`config.mk`:
```
export PLATFORM = sky130hd
export DESIGN_NAME = register_bank_sb_flat
export DESIGN_NICKNAME = d
export VERILOG_FILES = /design/src/rtl/register_bank_sb_if.sv /design/src/rtl/register_bank_sb.sv /design/src/flat_wrapper.sv
export SDC_FILE = /design/constraint.sdc
export NUM_CORES = 1
export LEC_CHECK = 0
export ABC_CLOCK_PERIOD_IN_PS = 4500
export BUFFER_PORTS_ARGS = -buffer_cell sky130_fd_sc_hd__buf_4
export CELL_PAD_IN_SITES_DETAIL_PLACEMENT = 1
export CELL_PAD_IN_SITES_GLOBAL_PLACEMENT = 2
export CORE_MARGIN = 4
export CORE_UTILIZATION = 28
export CTS_CLUSTER_DIAMETER = 40
export DETAILED_ROUTE_END_ITERATION = 10
export GPL_TIMING_DRIVEN = 0
export MAX_ROUTING_LAYER = met4
export PLACE_DENSITY_LB_ADDON = 0.05
export SYNTH_ARGS = -nofsm -noshare
export SYNTH_HDL_FRONTEND = slang
export SYNTH_SLANG_ARGS = --single-unit
```
`constraint.sdc`:
```
create_clock -name clk -period 4.5 [get_ports clk]
set_input_delay 0.9 -clock clk [delete_from_list [all_inputs] [get_ports clk]]
set_output_delay 0.9 -clock clk [all_outputs]
set_load 0.02 [all_outputs]
```
`src/rtl/register_bank_sb_if.sv`:
```
// Purpose: bundles the decode/writeback-facing signals of register_bank_sb.
// Ports (signals):
//   clear, w_en, w_reg, w_data              clear request and writeback write port
//   r_reg1, r_reg2, read_data1, read_data2  two combinational read ports
//   issue_en, issue_reg, busy1, busy2       scoreboard issue mark and hazard flags
//   ready                                   1 while the bank is in RUN
// Modports: master (decode/writeback side, drives requests), slave (the bank).
interface register_bank_sb_if #(
    parameter int unsigned WIDTH     = 8,
    parameter int unsigned ADD_WIDTH = 5
);
    logic                 clear;
    logic                 w_en;
    logic [ADD_WIDTH-1:0] w_reg;
    logic [WIDTH-1:0]     w_data;
    logic [ADD_WIDTH-1:0] r_reg1;
    logic [ADD_WIDTH-1:0] r_reg2;
    logic [WIDTH-1:0]     read_data1;
    logic [WIDTH-1:0]     read_data2;
    logic                 issue_en;
    logic [ADD_WIDTH-1:0] issue_reg;
    logic                 busy1;
    logic                 busy2;
    logic                 ready;

    modport master (
        output clear, w_en, w_reg, w_data, r_reg1, r_reg2, issue_en, issue_reg,
        input  read_data1, read_data2, busy1, busy2, ready
    );

    modport slave (
        input  clear, w_en, w_reg, w_data, r_reg1, r_reg2, issue_en, issue_reg,
        output read_data1, read_data2, busy1, busy2, ready
    );
endinterface

```
`src/rtl/register_bank_sb.sv`:
```
// Purpose: register file for the pipelined CPU with two combinational read
// ports, one synchronous write port, same-cycle write-to-read bypass, a
// per-register pending scoreboard, and a sequential clear sweep that zeroes
// registers 1..DEPTH-1 after reset or on request. Register 0 reads as zero.
// Ports:
//   clk  rising-edge clock
//   rst  asynchronous active-high reset (restarts the clear sweep)
//   bus  register_bank_sb_if slave modport (see interface for signal list)
module register_bank_sb #(
    parameter int unsigned WIDTH     = 8,
    parameter int unsigned DEPTH     = 16,
    parameter int unsigned ADD_WIDTH = 5
) (
    input  logic              clk,
    input  logic              rst,
    register_bank_sb_if.slave bus
);
    localparam int unsigned          IW      = $clog2(DEPTH);
    localparam logic [ADD_WIDTH:0]   DEPTH_W = (ADD_WIDTH + 1)'(DEPTH);
    localparam logic [ADD_WIDTH-1:0] FIRST   = ADD_WIDTH'(1);
    localparam logic [ADD_WIDTH-1:0] LAST    = ADD_WIDTH'(DEPTH - 1);

    typedef enum logic {CLEAR, RUN} state_t;

    state_t               state;
    logic                 ready_q;
    logic [ADD_WIDTH-1:0] clr_ptr;
    logic [DEPTH-1:0]     pending;
    logic [DEPTH-1:0]     pending_next;
    logic [WIDTH-1:0]     regs [DEPTH];

    logic          run;
    logic          w_valid, iss_valid, r1_valid, r2_valid;
    logic          w_hit1, w_hit2;
    logic [IW-1:0] w_idx, iss_idx, r1_idx, r2_idx, clr_idx;

    assign run       = (state == RUN);
    assign w_valid   = bus.w_en && (bus.w_reg != '0) && ({1'b0, bus.w_reg} < DEPTH_W);
    assign iss_valid = bus.issue_en && (bus.issue_reg != '0) && ({1'b0, bus.issue_reg} < DEPTH_W);
    assign r1_valid  = (bus.r_reg1 != '0) && ({1'b0, bus.r_reg1} < DEPTH_W);
    assign r2_valid  = (bus.r_reg2 != '0) && ({1'b0, bus.r_reg2} < DEPTH_W);
    assign w_hit1    = bus.w_en && (bus.w_reg == bus.r_reg1);
    assign w_hit2    = bus.w_en && (bus.w_reg == bus.r_reg2);

    // Indices are only used after the matching range check has passed.
    assign w_idx   = bus.w_reg[IW-1:0];
    assign iss_idx = bus.issue_reg[IW-1:0];
    assign r1_idx  = bus.r_reg1[IW-1:0];
    assign r2_idx  = bus.r_reg2[IW-1:0];
    assign clr_idx = clr_ptr[IW-1:0];

    // Release first, then set: a newer producer issued in the same cycle wins.
    always_comb begin
        pending_next = pending;
        if (w_valid) pending_next[w_idx] = 1'b0;
        if (iss_valid) pending_next[iss_idx] = 1'b1;
    end

    always_ff @(posedge clk or posedge rst) begin
        if (rst) begin
            state   <= CLEAR;
            ready_q <= 1'b0;
            clr_ptr <= FIRST;
            pending <= '0;
        end else begin
            case (state)
                CLEAR: begin
                    if (clr_ptr == LAST) begin
                        state   <= RUN;
                        ready_q <= 1'b1;
                    end else begin
                        clr_ptr <= clr_ptr + FIRST;
                    end
                end
                RUN: begin
                    if (bus.clear) begin
                        state   <= CLEAR;
                        ready_q <= 1'b0;
                        clr_ptr <= FIRST;
                        pending <= '0;
                    end else begin
                        pending <= pending_next;
                    end
                end
                default: begin
                    state   <= CLEAR;
                    ready_q <= 1'b0;
                    clr_ptr <= FIRST;
                    pending <= '0;
                end
            endcase
        end
    end

    // Storage has no reset; the sweep zeroes it. Entry 0 is never written
    // because every read of index 0 is forced to zero.
    always_ff @(posedge clk) begin
        if (!run) begin
            regs[clr_idx] <= '0;
        end else if (w_valid && !bus.clear) begin
            regs[w_idx] <= bus.w_data;
        end
    end

    always_comb begin
        bus.read_data1 = '0;
        bus.read_data2 = '0;
        if (run && r1_valid) bus.read_data1 = w_hit1 ? bus.w_data : regs[r1_idx];
        if (run && r2_valid) bus.read_data2 = w_hit2 ? bus.w_data : regs[r2_idx];
    end

    assign bus.busy1 = run && r1_valid && pending[r1_idx] && !w_hit1;
    assign bus.busy2 = run && r2_valid && pending[r2_idx] && !w_hit2;
    assign bus.ready = ready_q;
endmodule

```
`src/flat_wrapper.sv`:
```
// flat-port wrapper written by rule: the top's interface ports become plain ports
module register_bank_sb_flat 
#(
    parameter int unsigned WIDTH     = 8,
    parameter int unsigned DEPTH     = 16,
    parameter int unsigned ADD_WIDTH = 5
)
  (clk, rst, bus_clear, bus_w_en, bus_w_reg, bus_w_data, bus_r_reg1, bus_r_reg2, bus_issue_en, bus_issue_reg, bus_read_data1, bus_read_data2, bus_busy1, bus_busy2, bus_ready);
  register_bank_sb_if #(.WIDTH(WIDTH), .ADD_WIDTH(ADD_WIDTH)) bus_i ();
  input  logic clk;
  input  logic rst;
  input wire logic [$bits(bus_i.clear)-1:0] bus_clear;
  input wire logic [$bits(bus_i.w_en)-1:0] bus_w_en;
  input wire logic [$bits(bus_i.w_reg)-1:0] bus_w_reg;
  input wire logic [$bits(bus_i.w_data)-1:0] bus_w_data;
  input wire logic [$bits(bus_i.r_reg1)-1:0] bus_r_reg1;
  input wire logic [$bits(bus_i.r_reg2)-1:0] bus_r_reg2;
  input wire logic [$bits(bus_i.issue_en)-1:0] bus_issue_en;
  input wire logic [$bits(bus_i.issue_reg)-1:0] bus_issue_reg;
  output wire logic [$bits(bus_i.read_data1)-1:0] bus_read_data1;
  output wire logic [$bits(bus_i.read_data2)-1:0] bus_read_data2;
  output wire logic [$bits(bus_i.busy1)-1:0] bus_busy1;
  output wire logic [$bits(bus_i.busy2)-1:0] bus_busy2;
  output wire logic [$bits(bus_i.ready)-1:0] bus_ready;
  assign bus_i.clear = bus_clear;
  assign bus_i.w_en = bus_w_en;
  assign bus_i.w_reg = bus_w_reg;
  assign bus_i.w_data = bus_w_data;
  assign bus_i.r_reg1 = bus_r_reg1;
  assign bus_i.r_reg2 = bus_r_reg2;
  assign bus_i.issue_en = bus_issue_en;
  assign bus_i.issue_reg = bus_issue_reg;
  assign bus_read_data1 = bus_i.read_data1;
  assign bus_read_data2 = bus_i.read_data2;
  assign bus_busy1 = bus_i.busy1;
  assign bus_busy2 = bus_i.busy2;
  assign bus_ready = bus_i.ready;
  register_bank_sb #(.WIDTH(WIDTH), .DEPTH(DEPTH), .ADD_WIDTH(ADD_WIDTH)) u_core (.clk(clk), .rst(rst), .bus(bus_i));
endmodule
```
Yosys cells after proc, flatten, opt, wreduce, memory -nomap -nowiden. Memories as Yosys holds them, arrays and structs flattened. Index checks and enable logic that the tools add are counted.

Register bits: 23. RAM bits: 128. Input bits: 33. Logic and storage cells: 84. Memories kept: 1.

Memories: u_core.regs (depth 16, bits a word 8, read ports 2, clocked after memory_dff 0, wr ports 1, RTL line register_bank_sb.sv:30) `logic [WIDTH-1:0] regs [DEPTH];`.

Add/sub/neg operators: 1. Magnitude comparators: 10. Equality and inequality tests: 6. Mux-type cells: 31. Bitwise logic cells: 4. Reduce and logical (&&, ||, !) cells: 27.

Operator list (number): $mux W16 (3); $mux W8 (5); $lt A4 B5 Y1 const B (4); $lt A5 B5 Y1 const B (4); $reduce_bool A5 Y1 (4); $logic_and A1 B1 Y1 (17); $and A16 B16 Y16 (1); $not A16 Y16 (1); $or A16 B16 Y16 (1); $mux W1 (13); $eq A5 B5 Y1 (2); $mux W5 (2); $pmux W5 S2 (1); $bmux W1 S4 (2); $demux W1 S4 (2); $ge A4 B1 Y1 const B (2); $reduce_or A8 Y1 (1); $add A5 B1 Y5 const B (1); $eq A5 B4 Y1 const B (1); $mux W4 (1); $ne A2 B2 Y1 const B (2); $pmux W1 S2 (2); $reduce_and A2 Y1 (2); $logic_not A1 Y1 (3); 2 further kinds (2).

Depth between registers and ports, before layout. Gate-level depths: netlist of the first run.

Word-level depth: 10. Gate-level depth with buffers: 7. Depth with buffers taken out: 6.

Least setup slack after synthesis of the first run. OpenSTA, ideal clock, no wires.

Kind: input to output. Start: in bus_r_reg1[0]. End: out bus_read_data1[3]. Arrival: 2.297 ns. Data required time: 3.600 ns. Slack: 1.303 ns. Stages on the path: 6. Path buffers: 2. Cells stage by stage: buf_6 > buf_2 > mux4_2 > a22oi_1 > nand2_1 > a22o_1.

Word-level cells in the longest chain between the ends: 4. Elaborated cells between the ends (all ways): 9.

Ends and longest elaborated chain: start, declared (RTL line flat_wrapper.sv:16) `input wire logic [$bits(bus_i.r_reg1)-1:0] bus_r_reg1;`; branches (longest 3 deep; another with $mem_v2 Z16 W8); $mux W8 (*) (RTL line register_bank_sb.sv:108) `if (run && r1_valid) bus.read_data1 = w_hit1 ? bus.w_data : regs[r1_idx];`; end, declared (RTL line flat_wrapper.sv:20) `output wire logic [$bits(bus_i.read_data1)-1:0] bus_read_data1;`.

Every way passes the cells marked *.

Final worst setup path of the first run.
Start: in bus_r_reg2[2]. End: out bus_read_data2[7].

Word-level cells in the longest chain between the ends: 4. Elaborated cells between the ends (all ways): 9.

Ends and longest elaborated chain: start, declared (RTL line flat_wrapper.sv:17) `input wire logic [$bits(bus_i.r_reg2)-1:0] bus_r_reg2;`; branches (longest 3 deep; another with $mem_v2 Z16 W8); $mux W8 (*) (RTL line register_bank_sb.sv:109) `if (run && r2_valid) bus.read_data2 = w_hit2 ? bus.w_data : regs[r2_idx];`; end, declared (RTL line flat_wrapper.sv:21) `output wire logic [$bits(bus_i.read_data2)-1:0] bus_read_data2;`.

Marked as above.

==> results of run 1 <==
[cell usage after synthesis, types with 2 or more instances]
cell,instances,area share
ha_1,2,0.0032
a31oi_1,2,0.0016
o31a_1,3,0.0034
o31ai_1,2,0.0019
a21oi_1,2,0.0013
nor4_2,2,0.0032
xor2_1,5,0.0056
clkbuf_1,13,0.0063
nor2b_1,9,0.0072
and3_1,2,0.0016
buf_4,5,0.0048
inv_1,8,0.0039
mux4_2,71,0.21
nand2_1,35,0.017
o22ai_1,2,0.0016
nor3_2,2,0.0026
nand4_1,3,0.0024
or3_1,2,0.0016
a32o_1,13,0.017
nand2b_1,2,0.0016
xnor2_1,8,0.0090
nand3_1,2,0.0013
nor4bb_1,3,0.0039
mux2i_1,4,0.0051
buf_6,2,0.0029
buf_1,7,0.0034
buf_2,5,0.0032
nor2_1,11,0.0053
a22o_1,17,0.019
edfxtp_1,128,0.49
nor3_1,19,0.012
nand4b_1,2,0.0023
a22oi_1,33,0.032
nor4_1,3,0.0024
mux4_1,3,0.010
o21ai_0,4,0.0026
and2_1,14,0.011
dfrtp_1,22,0.071
[worst max-delay path, stage by stage]
cell,delay [ns]
buf_4,0.09
buf_2,0.29
buf_1,0.74
mux4_2,0.43
a22oi_1,0.28
nand2_1,0.13
a22o_1,0.22
buf_4,0.16
[report_power, final]
part	switching, mW	total [mW]	internal, mW
combinational	0.643	1.09	0.445
clock	0.677	1.47	0.797
sequential	0.150	2.00	1.85
total	1.47	4.56	3.09
[worst min path at each step]
stage | startpoint | to
floorplan | u_core.pending[0]$_DFFE_PP0P_ | u_core.pending[0]$_DFFE_PP0P_
global placement | u_core.pending[0]$_DFFE_PP0P_ | u_core.pending[0]$_DFFE_PP0P_
detailed placement | u_core.clr_ptr[4]$_DFFE_PP0N_ | u_core.clr_ptr[4]$_DFFE_PP0N_
CTS | u_core.clr_ptr[4]$_DFFE_PP0N_ | u_core.clr_ptr[4]$_DFFE_PP0N_
global route | u_core.clr_ptr[4]$_DFFE_PP0N_ | u_core.clr_ptr[4]$_DFFE_PP0N_
finish | u_core.clr_ptr[4]$_DFFE_PP0N_ | u_core.clr_ptr[4]$_DFFE_PP0N_
[layer usage]
| metal | global-route usage | up-vias | wire length [um] |
|---|---|---|---|
| met3 | 0.0318 | 22 | 918 |
| met1 | 0.216 | 2572 | 11000 |
| met5 | - | - | 0 |
| met2 | 0.292 | 114 | 12900 |
| li1 | - | 2174 | - |
| met4 | 0.0429 | 0 | 372 |
[metrics by stage]
stage | utilization | std cells | instance area (sq um) | hold WS [ns] | power (mW)
6_report | 0.344 | 940 | 9320 | 0.517 | 4.56
5_1_grt | 0.344 | 940 | 9320 | 0.553 | 4.78
4_1_cts | 0.344 | 940 | 9320 | 0.517 | 4.62
3_5_place_dp | 0.322 | 908 | 8710 | 0.496 | 3.14
3_3_place_gp | 0.317 | 901 | 8590 | 0.489 | 3.05
2_1_floorplan | - | 482 | 7770 | 0.467 | 2.66
[sequential cells by signal (all words and copies together) (netlist names)]
| name | flops |
|---|---|
| u_core.bus.ready | 1 |
| u_core.pending | 16 |
| u_core.run | 1 |
| u_core.clr_ptr | 5 |
| u_core.regs | 128 |
[cell type report]
type                            count  area [sq um]  area share
Multi-Input combinational cell    291          3220       0.346
Clock inverter                     15           179      0.0192
Timing Repair Buffer               54           413      0.0443
Sequential cell                   151          4420       0.474
Buffer                             32           160      0.0172
Tap cell                          372           465      0.0500
Clock buffer                       17           425      0.0457
Inverter                            8          30.0     0.00322
[kinds of logic (layout without fill, tap and decap cells)]
kind of cell / count (synthesis) / after routing
compound gates: 82 / 82
xor+xnor: 13 / 13
flops: 151 / 151
buf+inv: 40 / 126
fa+ha+maj: 2 / 2
simple gates: 115 / 115
mux: 79 / 79
==> summary.md, run 1 <==
| Metric | Value |
|---|---|
| Outcome | `completed` |
| Worst EP arrival | `~3.3 ns` |
| Final WS setup | `0.348 ns` |
| Post-cts sizing count | `0` |
| CTS H-tree lvls | `4` |
| Layout cell share with drive strength beyond 1 | `0.335` |
| Hold Vio Cnt, Final | `0` |
| Capture point of the worst path | `bus_read_data2[7]` |
| DRT antenna net count | `0` |
| Die ar. | `between 30,000 and 40,000 sq um` |
| I/O Buffers | `47` |
| Reg clk slew, reported paths | `~0.07 ns` |
| First-pass GRT wire length | `around 37,000 um` |
| Mux cell area share after synthesis | `0.222` |
| RSZ-0062 raised after global routing | `no` |
| GRT Total Usage | `0.173` |
| TritonRoute pass-1 iters | `6` |
| Clk_lat worst skew | `0.44 ns` |
| Critical R2R Launch | `u_core.run$_DFF_PP0_` |
| TritonCTS clock tree | `built` |
| Syn nets | `slightly above 500` |
| Crit Path Class | `input pin to primary output` |
| Pre-CTS setup slack | `between 0.2 and 0.3 ns` |
| Count of pins over their slew limit | `0` |
| Syn Std Cell Area | `about 7800 sq um` |
| Die width | `around 170 um` |
| Clk_skew | `~0.013 ns` |
| Synth-to-Final Area Change | `19.8%` |
| GRT Residual Overflow | `0` |
| Hold WC Path Type | `flop to flop` |
| Number of cells on the worst reg-to-reg path | `6` |
| Fillers | `2,807` |
| Worst R2R Setup Slack | `about 1.6 ns` |
| Io pins | `52` |
| Vias | `between 4,000 and 5,000` |
| Number of global-route vias before repair | `5,497` |
| Number of CTS-inserted buffers | `17` |
| Antenna fix cells | `0` |
| Largest net degree at the start of global routing | `24` |
| Clock sink count | `151` |
| Final setup viols | `0` |
| Detailed-route DRC error count | `0` |
| Setup crit start kind | `input pin` |
| Register area share after synthesis | `0.569` |
| Commonest non-fill, non-tap cell in the layout | `edfxtp_1` |
| Worst hold path stage count | `1` |
| Iteration-0 DRC Markers | `between 200 and 300` |
| Clock period minus worst slack | `about 4.2 ns` |
| Slew headroom | `0.232` |
| Mean Syn Cell Area | `between 15 and 20 sq um` |
| GPL Wtd Cong | `between 0.8 and 0.9` |
| Worst-margin pin slew | `~1.1 ns` |
| Compound-Gate Fraction of Synth Area | `0.0850` |
| Worst setup EP type | `primary output` |
| Hold_buf cts | `0` |
| Async SR Flop Fraction | `0.152` |
| Post-Synth XOR/XNOR Area | `0.0146` |
| WL per Instance | `between 20 and 30 um` |
| Max Cap Violations | `0` |
| Post-synth EDFFs | `approximately 130` |
| Final net count | `590` |
| Cell area power density | `between 400 and 500 nW/um^2` |
| Synth Warn # | `0` |
| VDD IR-drop max | `between 0.15 and 0.2 mV` |
| Fmax | `between 0.2 and 0.25 GHz` |
| LEAKAGE | `about 3.1 nW` |
| Commonest cells after routing, fill and taps aside | `edfxtp_1 (128), mux4_2 (71), buf_4 (57), nand2_1 (35), a22oi_1 (33)` |
| Initial Util | `0.287` |
| Critical Path RT | `3.60 ns` |
| Reg2reg end | `u_core.regs[14][3]$_DFFE_PP_` |
| Final Cycle Share | `0.923` |
| Synth Area in Simple Gates | `0.0818` |
| Prevailing post-synth register cell | `edfxtp_1` |
| Critical Path Start | `bus_r_reg2[2]` |
| Die Span Y | `175 um` |
| Setup TNS | `0 ns` |
| Detailed-route vias per instance | `roughly 5.2` |
| Core area | `around 27,000 sq um` |
| Synth unique cells | `between 40 and 50` |
| CTS Root Cell | `clkbuf_16` |
| Synth Register Bits | `~150` |
| Setup bufs post-CTS | `0` |
| Gate Count Post-Synth | `roughly 480` |
| Post-synthesis adder-cell area fraction | `0.00322` |
| DP Wirelength | `approximately 18,000 um` |
| Critical Path Fanout Max | `10` |
| Row cnt | `60` |
| Largest family of logic cells by synthesized area | `multiplexers` |
| Drt total wl | `approximately 25,000 um` |
| Initial antenna violation count | `0` |
| Clock Tree Buf Depth | `2` |
(Power assumes the default switching activity.)
==> inputs of run 2 (changes only) <==
RECOVER_POWER = 50   (was default)
==> summary.md, run 2 (same netlist as run 1, synthesis figures left out) <==
| Metric | Value |
|---|---|
| CTS Root Cell | `clkbuf_16` |
| Antenna fix cells | `0 (unchanged)` |
| WL per Instance | `26.9 um (about the same)` |
| Commonest non-fill, non-tap cell in the layout | `edfxtp_1` |
| Final setup viols | `0 (unchanged)` |
| Die ar. | `30,500 sq um (unchanged)` |
| TritonCTS clock tree | `built` |
| TritonRoute pass-1 iters | `4 (-2)` |
| Worst setup EP type | `primary output` |
| Top Registers | `u_core.regs (128), u_core.pending (16), u_core.clr_ptr (5)` |
| Count of pins over their slew limit | `0 (unchanged)` |
| Detailed-route DRC error count | `0 (unchanged)` |
| Max reg flops | `128 (unchanged)` |
| Fillers | `2,814 (+0.25%)` |
| Cell Count, Final, Fillers Out | `940 (unchanged)` |
| Iteration-0 DRC Markers | `276 (-6.4%)` |
| LEAKAGE | `3.03 nW (-1.1%)` |
| Final net count | `590 (unchanged)` |
| Post-cts sizing count | `0 (unchanged)` |
| I/O Buffers | `47 (unchanged)` |
| Number of cells on the worst reg-to-reg path | `5 (-1)` |
| GRT Total Usage | `0.173 (unchanged)` |
| Placed Instance Area | `8710 sq um (unchanged)` |
| Setup TNS | `0 ns (unchanged)` |
| Die Span Y | `175 um (unchanged)` |
| Critical Path Fanout Max | `10 (unchanged)` |
| VDD IR-drop max | `0.189 mV (about the same)` |
| Cell area power density | `489 nW/um^2 (-0.11%)` |
| Clock sink count | `151 (unchanged)` |
| Vias | `4,906 (+0.49%)` |
| Clock period minus worst slack | `4.17 ns (+0.0152 ns)` |
| Initial antenna violation count | `0 (unchanged)` |
| Row cnt | `60 (unchanged)` |
| Synth-to-Final Area Change | `19.2%` |
| GPL Wtd Cong | `0.808 (unchanged)` |
| Final WS setup | `0.332 ns (-0.0152 ns)` |
| Clock Tree Buf Depth | `2 (unchanged)` |
| Hold_buf cts | `0 (unchanged)` |
| Number of CTS-inserted buffers | `17 (unchanged)` |
| Number of global-route vias before repair | `5,497 (unchanged)` |
| Pre-CTS setup slack | `0.296 ns (unchanged)` |
| Outcome | `completed` |
| Final Cycle Share | `0.926 (+0.00338)` |
| Slew headroom | `0.281 (+0.0483)` |
| Reg clk slew, reported paths | `0.07 ns (about the same)` |
| RSZ-0062 raised after global routing | `no` |
| Fmax | `0.240 GHz (-0.37%)` |
| First-pass GRT wire length | `36,900 um (unchanged)` |
| Clk_skew | `0.0125 ns (-0.000107 ns)` |
| GRT Residual Overflow | `0 (unchanged)` |
| Setup crit start kind | `input pin` |
| Drt total wl | `25,300 um (about the same)` |
| Hold Vio Cnt, Final | `0 (unchanged)` |
| Hold_ws | `0.519 ns (+0.00226 ns)` |
| Commonest cells after routing, fill and taps aside | `edfxtp_1 (128), mux4_2 (71), buf_4 (52), nand2_1 (35), a22oi_1 (33)` |
| Post-route cell area | `9270 sq um (-0.54%)` |
| Io pins | `52 (unchanged)` |
| DP Wirelength | `18,400 um (unchanged)` |
| Crit Path Class | `input pin to primary output` |
| Detailed-route vias per instance | `5.22 (+0.49%)` |
| Layout cell share with drive strength beyond 1 | `0.313 (-0.0211)` |
| Biggest register | `u_core.regs` |
| Critical Path RT | `3.60 ns (about the same)` |
| Die width | `175 um (unchanged)` |
| Worst EP arrival | `3.27 ns (+0.02 ns)` |
| Worst-margin pin slew | `1.07 ns (-0.0721 ns)` |
| Hold WC Path Type | `flop to flop` |
| CTS H-tree lvls | `4 (unchanged)` |
| Initial Util | `0.287 (unchanged)` |
| Worst hold path stage count | `1 (unchanged)` |
| Core area | `27,100 sq um (unchanged)` |
| Placed Instances | `908 (unchanged)` |
| Clk_lat worst skew | `0.44 ns (about the same)` |
| Max Cap Violations | `0 (unchanged)` |
| Setup bufs post-CTS | `0 (unchanged)` |
| Largest net degree at the start of global routing | `24 (unchanged)` |
| DRT antenna net count | `0 (unchanged)` |
-- run 2: per-stage QoR --
| stage | power, mW | util |
|---|---|---|
| 6_report | 4.53 | 0.342 |
| 5_1_grt | 4.75 | 0.342 |
| 4_1_cts | 4.62 | 0.344 |
| 3_5_place_dp | 3.14 | 0.322 |
| 3_3_place_gp | 3.05 | 0.317 |
| 2_1_floorplan | 2.66 | - |
-- run 2: routing by layer --
| layer | track usage | vias up | part of all wire |
|---|---|---|---|
| met5 | - | - | 0 |
| met4 | 0.0429 | 0 | 0.015 |
| li1 | - | 2171 | - |
| met1 | 0.216 | 2582 | 0.44 |
| met2 | 0.292 | 128 | 0.51 |
| met3 | 0.0318 | 25 | 0.037 |
-- run 2: area by class of cell --
class / instances / area, sq um / share of cell area
buffer: 32 / 160 / 0.0173
clock buffer: 17 / 425 / 0.0459
clock inverter: 15 / 179 / 0.0193
inverter: 8 / 30.0 / 0.00324
multi-input combinational: 291 / 3200 / 0.346
sequential: 151 / 4420 / 0.477
tap: 372 / 465 / 0.0502
timing repair buffer: 54 / 383 / 0.0413
-- run 2: path summary, 6_finish.rpt --
path	from	end	slack, ns
max	bus_r_reg2[2]	bus_read_data2[7]	0.33
min in group asynchronous	rst	u_core.clr_ptr[4]$_DFFE_PP0N_	0.71
min	u_core.clr_ptr[4]$_DFFE_PP0N_	u_core.clr_ptr[4]$_DFFE_PP0N_	0.52
max in group asynchronous	rst	u_core.pending[0]$_DFFE_PP0P_	3.17
max reg2reg	u_core.run$_DFF_PP0_	u_core.regs[14][3]$_DFFE_PP_	1.32
min reg2reg	u_core.clr_ptr[4]$_DFFE_PP0N_	u_core.clr_ptr[4]$_DFFE_PP0N_	0.52
-- run 2: critical path, stage by stage --
cell and delay [ns]:
buf_4 0.09, buf_2 0.29, buf_1 0.76, mux4_2 0.44
a22oi_1 0.28, nand2_1 0.11, a22o_1 0.22, buf_4 0.17
-- run 2: report_power, final --
| part | switching [mW] | total [mW] | internal (mW) | leakage, nW |
|---|---|---|---|---|
| Clock | 0.676 | 1.47 | 0.797 | 0.298 |
| Sequential | 0.148 | 2.00 | 1.85 | 1.41 |
| Combinational | 0.635 | 1.06 | 0.426 | 1.33 |
